`config.mk`:
```
export PLATFORM = sky130hd
export DESIGN_NAME = user_id_readout
export DESIGN_NICKNAME = d
export VERILOG_FILES = /design/src/rtl/user_id_readout.sv
export SDC_FILE = /design/constraint.sdc
export NUM_CORES = 1
export LEC_CHECK = 0
export CORE_MARGIN = 8
export CORE_UTILIZATION = 40
export DETAILED_ROUTE_END_ITERATION = 10
export PLACE_DENSITY_LB_ADDON = 0.3
export SLEW_MARGIN = 20
export SYNTH_ARGS = -nofsm -noshare
export SYNTH_HDL_FRONTEND = slang
export SYNTH_SLANG_ARGS = --single-unit
```
`constraint.sdc`:
```
create_clock -name wb_clk_i -period 2 [get_ports wb_clk_i]
set_clock_uncertainty 0.2 [all_clocks]
set_input_delay 0.4 -clock wb_clk_i [delete_from_list [all_inputs] [get_ports wb_clk_i]]
set_output_delay 0.4 -clock wb_clk_i [all_outputs]
set_load 0.01 [all_outputs]
```
`src/rtl/user_id_readout.sv`:
```
// Identification-word store with firmware override, sticky lock, parallel and bit-serial readback.
// Latency: parallel response 1 cycle after accept; serial bits start 1 cycle after accept, WORD_W cycles long.
// Backpressure: rd_ready_o low while a response or shift is in flight; requester must hold rd_valid_i.
module user_id_readout #(
    parameter int WORD_W = 32,
    parameter int N_WORDS = 4,
    parameter logic [N_WORDS*WORD_W-1:0] ID_VALUES = '0,
    localparam int IDX_W = (N_WORDS > 1) ? $clog2(N_WORDS) : 1
) (
    input  logic                      wb_clk_i,
    input  logic                      wb_rst_i,
    output logic [N_WORDS*WORD_W-1:0] id_o,
    input  logic                      rd_valid_i,
    output logic                      rd_ready_o,
    input  logic [IDX_W-1:0]          rd_idx_i,
    input  logic                      rd_serial_i,
    output logic                      resp_valid_o,
    output logic [WORD_W-1:0]         resp_data_o,
    output logic                      resp_err_o,
    output logic                      ser_o,
    output logic                      ser_valid_o,
    output logic                      ser_last_o,
    input  logic                      ovr_we_i,
    input  logic [IDX_W-1:0]          ovr_idx_i,
    input  logic [WORD_W-1:0]         ovr_data_i,
    input  logic                      lock_i,
    output logic                      locked_o
);

    localparam int CNT_W = $clog2(WORD_W) + 1;
    localparam logic [IDX_W:0] N_LIM = (IDX_W+1)'(N_WORDS);

    typedef enum logic [1:0] {IDLE, RESP, SHIFT} state_t;

    state_t            state, state_n;
    logic [WORD_W-1:0] shadow [N_WORDS];
    logic              locked;
    logic [WORD_W-1:0] snap, snap_n;
    logic [CNT_W-1:0]  bit_cnt, bit_cnt_n;
    logic              resp_valid_n, resp_err_n, ser_n, ser_valid_n, ser_last_n;
    logic [WORD_W-1:0] resp_data_n;
    logic [WORD_W-1:0] rd_word;
    logic              rd_in_range, wr_en;

    assign rd_in_range = ({1'b0, rd_idx_i} < N_LIM);
    // A lock arriving in the same cycle as a write takes priority.
    assign wr_en       = ovr_we_i && !locked && !lock_i && ({1'b0, ovr_idx_i} < N_LIM);
    assign rd_ready_o  = (state == IDLE);
    assign locked_o    = locked;

    always_comb begin
        rd_word = '0;
        for (int i = 0; i < N_WORDS; i++) begin
            if (rd_idx_i == IDX_W'(i)) begin
                rd_word = shadow[i];
            end
        end
    end

    always_comb begin
        id_o = '0;
        for (int i = 0; i < N_WORDS; i++) begin
            id_o[i*WORD_W +: WORD_W] = shadow[i];
        end
    end

    always_comb begin
        state_n      = state;
        snap_n       = snap;
        bit_cnt_n    = bit_cnt;
        resp_valid_n = 1'b0;
        resp_err_n   = 1'b0;
        resp_data_n  = '0;
        ser_n        = 1'b0;
        ser_valid_n  = 1'b0;
        ser_last_n   = 1'b0;
        case (state)
            IDLE: begin
                if (rd_valid_i) begin
                    if (rd_serial_i && rd_in_range) begin
                        state_n     = SHIFT;
                        ser_n       = rd_word[WORD_W-1];
                        ser_valid_n = 1'b1;
                        snap_n      = rd_word << 1;
                        bit_cnt_n   = CNT_W'(1);
                    end else begin
                        // Out-of-range requests always answer in parallel form, even if serial.
                        state_n      = RESP;
                        resp_valid_n = 1'b1;
                        resp_err_n   = !rd_in_range;
                        resp_data_n  = rd_in_range ? rd_word : '0;
                    end
                end
            end
            RESP: begin
                state_n = IDLE;
            end
            SHIFT: begin
                if (bit_cnt == CNT_W'(WORD_W)) begin
                    state_n = IDLE;
                end else begin
                    ser_n        = snap[WORD_W-1];
                    ser_valid_n  = 1'b1;
                    snap_n       = snap << 1;
                    bit_cnt_n    = bit_cnt + 1'b1;
                    ser_last_n   = (bit_cnt == CNT_W'(WORD_W-1));
                    resp_valid_n = ser_last_n;
                end
            end
            default: begin
                state_n = IDLE;
            end
        endcase
    end

    always_ff @(posedge wb_clk_i) begin
        if (wb_rst_i) begin
            state        <= IDLE;
            locked       <= 1'b0;
            snap         <= '0;
            bit_cnt      <= '0;
            resp_valid_o <= 1'b0;
            resp_err_o   <= 1'b0;
            resp_data_o  <= '0;
            ser_o        <= 1'b0;
            ser_valid_o  <= 1'b0;
            ser_last_o   <= 1'b0;
            for (int i = 0; i < N_WORDS; i++) begin
                shadow[i] <= ID_VALUES[i*WORD_W +: WORD_W];
            end
        end else begin
            state        <= state_n;
            snap         <= snap_n;
            bit_cnt      <= bit_cnt_n;
            resp_valid_o <= resp_valid_n;
            resp_err_o   <= resp_err_n;
            resp_data_o  <= resp_data_n;
            ser_o        <= ser_n;
            ser_valid_o  <= ser_valid_n;
            ser_last_o   <= ser_last_n;
            if (lock_i) begin
                locked <= 1'b1;
            end
            for (int i = 0; i < N_WORDS; i++) begin
                if (wr_en && ovr_idx_i == IDX_W'(i)) begin
                    shadow[i] <= ovr_data_i;
                end
            end
        end
    end

endmodule

```
==> qor.csv <==
stage,metric,value,unit
sta,fin_crit_sh,97.3,%
synth,synth_most_common_cell,and2_1,
power,p_sw,2.30,mW
global_routing,grt_max_degree,35,
synth,synth_flop_cell,edfxtp_1,
floorplanning,pin_count,209,
global_routing,groute.usage.overall,17.8,%
global_routing,grt_overflow,0,
power,power_frac_clock,38.4,%
routing,drt-total-wl,24100,µm
critical_path,critical_path.top_delay_family,buffers and inverters,
synth,syn_inst,619,
floorplanning,dieArea,26500,µm²
critical_path,cp.buffers_inverters,1,
finish,fill_cells,1764,
routing,first_pass_iters,4,
synth,synthSimpleGateAreaFrac,24.1,%
power,total_power,9.80,mW
synth,netlist_area,8610,µm²
floorplanning,num_rows,53,
routing,postRouteAntennaNets,0,
placement,gp_congestion,0.865,
sta,setup_slack,53.2,ps
finish,final_cells,1140,
clock_network,clock_sinks,204,
synth,synth_compound_area_share,1.35,%
placement,post-place-ws,-357,ps
synth,synth_area_leaders,"edfxtp_1 45%, dfxtp_1 18%, and2_1 12%, mux4_2 8.4%, nor4_2 3.9%",
synth,syn_area_per_cell,13.9,µm²
critical_path,cp-start-kind,flip-flop,
critical_path,arrival,1350,ps
sta,max_freq,514,MHz
synth,netlist.area_leader.share,44.6,%
routing,drt-vias-per-instance,5.07,
synth,synthMuxAreaShare,8.37,%
finish,layout.nets,893,
power,power_density,826,nW/µm²
floorplanning,die_w,163,µm
synth,yosys.area.top_type,edfxtp_1,
power,combPwrFrac,12.2,%
sta,period_minus_slack,1950,ps
routing,vias,5778,
global_routing,grt_pass1_wl,36800,µm
clock_network,cts_buffer_depth,3,
clock_network,holdBufCountCts,0,
critical_path,crit_path_end_kind,output pin,
placement,dp_hpwl,17700,µm
clock_network,clock_latency,490,ps
floorplanning,die_y,163,µm
sta,finalHoldViolCount,0,
finish,final_util,56.2,%
global_routing,antenna_found_initial,1,
critical_path,path_cells,clkdlybuf4s50_1,
synth,synth_fa_ha_area_share,0.291,%
clock_network,cts_inserted_buffers,22,
synth,synth-async-reset-ratio,0,%
flow_run,maxCapViolations,0,
critical_path,critPathRequiredTime,1400,ps
synth,ys_seq_elements,204,
finish,diodes,0,
synth,ys_seq_area_share,62.3,%
clock_network,clkTransAtPathRegs,60,ps
synth,synth_top_family_by_area,simple AND/OR/NAND/NOR gates,
synth,synth_nets,663,
clock_network,cts-root-buf,clkbuf_16,
clock_network,cts_max_level,1,
critical_path,crit_type,reg2out,
finish,syn2layout_area_growth,37.7,%
routing,drtIter0Drc,438,
critical_path,critical_path.max_stage_delay,540,ps
global_routing,grt_pass1_vias,6173,
synth,netlist_top_cells_count,"160 x and2_1, 128 x edfxtp_1, 76 x dfxtp_1, 70 x nor2_1, 32 x mux4_2",
synth,synthXorXnorAreaFrac,0.407,%
placement,io_buffer_count,207,
critical_path,path_max_fanout,1,
hold_path,holdCritPathClass,in2reg,
routing,route.detailed.drc,0,
sta,setup_viol,0,
synth,synth_cell_type_count,37,
floorplanning,coreArea,21100,µm²
clock_network,cts_tree,done,
power,p_int,7.50,mW
critical_path,crit_path_top_delay_cell,clkdlybuf4s50_1,
finish,drive_above_1_share,20.2,%
sta,rsz0062_at_grt,no,
placement,dpl.cell_count,1100,
power,ir_drop,594,µV
synth,yosys_warnings,0,
synth,synth_edf_count,128,
power,swShare,23.4,%
routing,wl_per_cell,21.1,µm
power,power_frac_seq,49.4,%
run_status,status,finished clean,
power,p_leak,4.82,nW
sta,finalMaxSlewViolations,0,
floorplanning,initial_core_util,40.8,%
registers in the layout (all words and copies together) (netlist names):
register      cells
shadow          128
snap             31
ser_o             1
ser_valid_o       1
bit_cnt           6
resp_valid_o      1
resp_data_o      32
locked_o          1
ser_last_o        1
state             2
layout by cell type (no fill, tap or decap), drive strengths merged, types with 2 or more instances in the layout:
| cell type | Yosys | layout |
|---|---|---|
| mux4 | 32 | 32 |
| nor4 | 30 | 30 |
| nand3b | 3 | 3 |
| clkdlybuf4s50 | 0 | 69 |
| ha | 2 | 2 |
| dlymetal6s2s | 0 | 8 |
| xnor2 | 3 | 3 |
| edfxtp | 128 | 128 |
| nand2b | 2 | 2 |
| nand3 | 2 | 2 |
| nor3 | 37 | 37 |
| nand2 | 7 | 7 |
| clkbuf | 21 | 37 |
| and2 | 160 | 160 |
| clkinv | 0 | 3 |
| dlygate4sd2 | 0 | 127 |
| nor2 | 71 | 71 |
| a31o | 4 | 4 |
| buf | 21 | 44 |
| a21oi | 2 | 2 |
| a211oi | 4 | 4 |
| inv | 4 | 4 |
| dfxtp | 76 | 76 |
power groups by stage:
| stage | registers, mW | logic, mW | clock network, mW |
|---|---|---|---|
| 2_1_floorplan | 4.97 | 0.565 | 0 |
| 3_3_place_gp | 4.93 | 1.28 | 0 |
| 3_5_place_dp | 4.93 | 1.30 | 0 |
| 4_1_cts | 4.84 | 1.22 | 3.83 |
| 5_1_grt | 4.86 | 1.29 | 3.99 |
| 6_report | 4.84 | 1.20 | 3.76 |
what timing repair did:
action,in CTS,in global routing
setup endpoints to repair,127,9
resized for setup,127,9
pin swaps,1,0
buffers inserted,0,0
stage by stage:
step                setup TNS (ps)  instance area (µm²)  hold slack [ps]
floorplan                   -11450                 8630              244
global placement            -71310                11300              265
detailed placement          -72720                11300              270
CTS                              0                11800              181
global route                     0                11900              197
finish                           0                11900              190
logic make-up (layout without fill, tap and decap cells):
family	after synthesis	count (layout)
muxes	32	32
other	1	1
xor gates and xnor gates	4	4
adders and majority gates	2	2
AOI/OAI and AO/OA	14	14
and+or+nand+nor	316	316
buffers and inverters	46	292
DFF	204	204
final timing paths:
| kind | startpoint | depth (start not counted) | to | slack, ps |
|---|---|---|---|---|
| worst min register to register | snap[1] | 2 | snap[1] | 280 |
| worst max-delay path | resp_data_o[22] | 1 | resp_data_o[22] | 50 |
| worst max register to register | locked_o | 6 | shadow[3][8] | 150 |
| worst min-delay path | wb_rst_i | 3 | ser_last_o | 190 |
layout make-up:
type	count	area, µm²	share of cell area (%)
Sequential cell	204	5370	45.2
Multi-Input combinational cell	369	3040	25.6
Timing Repair Buffer	248	2430	20.5
Clock buffer	37	652	5.50
Tap cell	275	344	2.90
Clock inverter	3	16.3	0.137
Inverter	4	15.0	0.127
tightest hold or removal path, cell delays in order:
cell and delay [ps]:
buf_2 140, buf_12 180, nor2_1 110
layer usage:
layer	vias to the layer above	share of wire [%]	GRT usage, %
met5	-	0.054	0
met4	2	2.0	4.75
met3	31	6.0	3.36
met2	181	51	31.6
met1	2908	41	21.8
li1	2656	-	-
No activity file was read; power rests on OpenSTA's default activity.
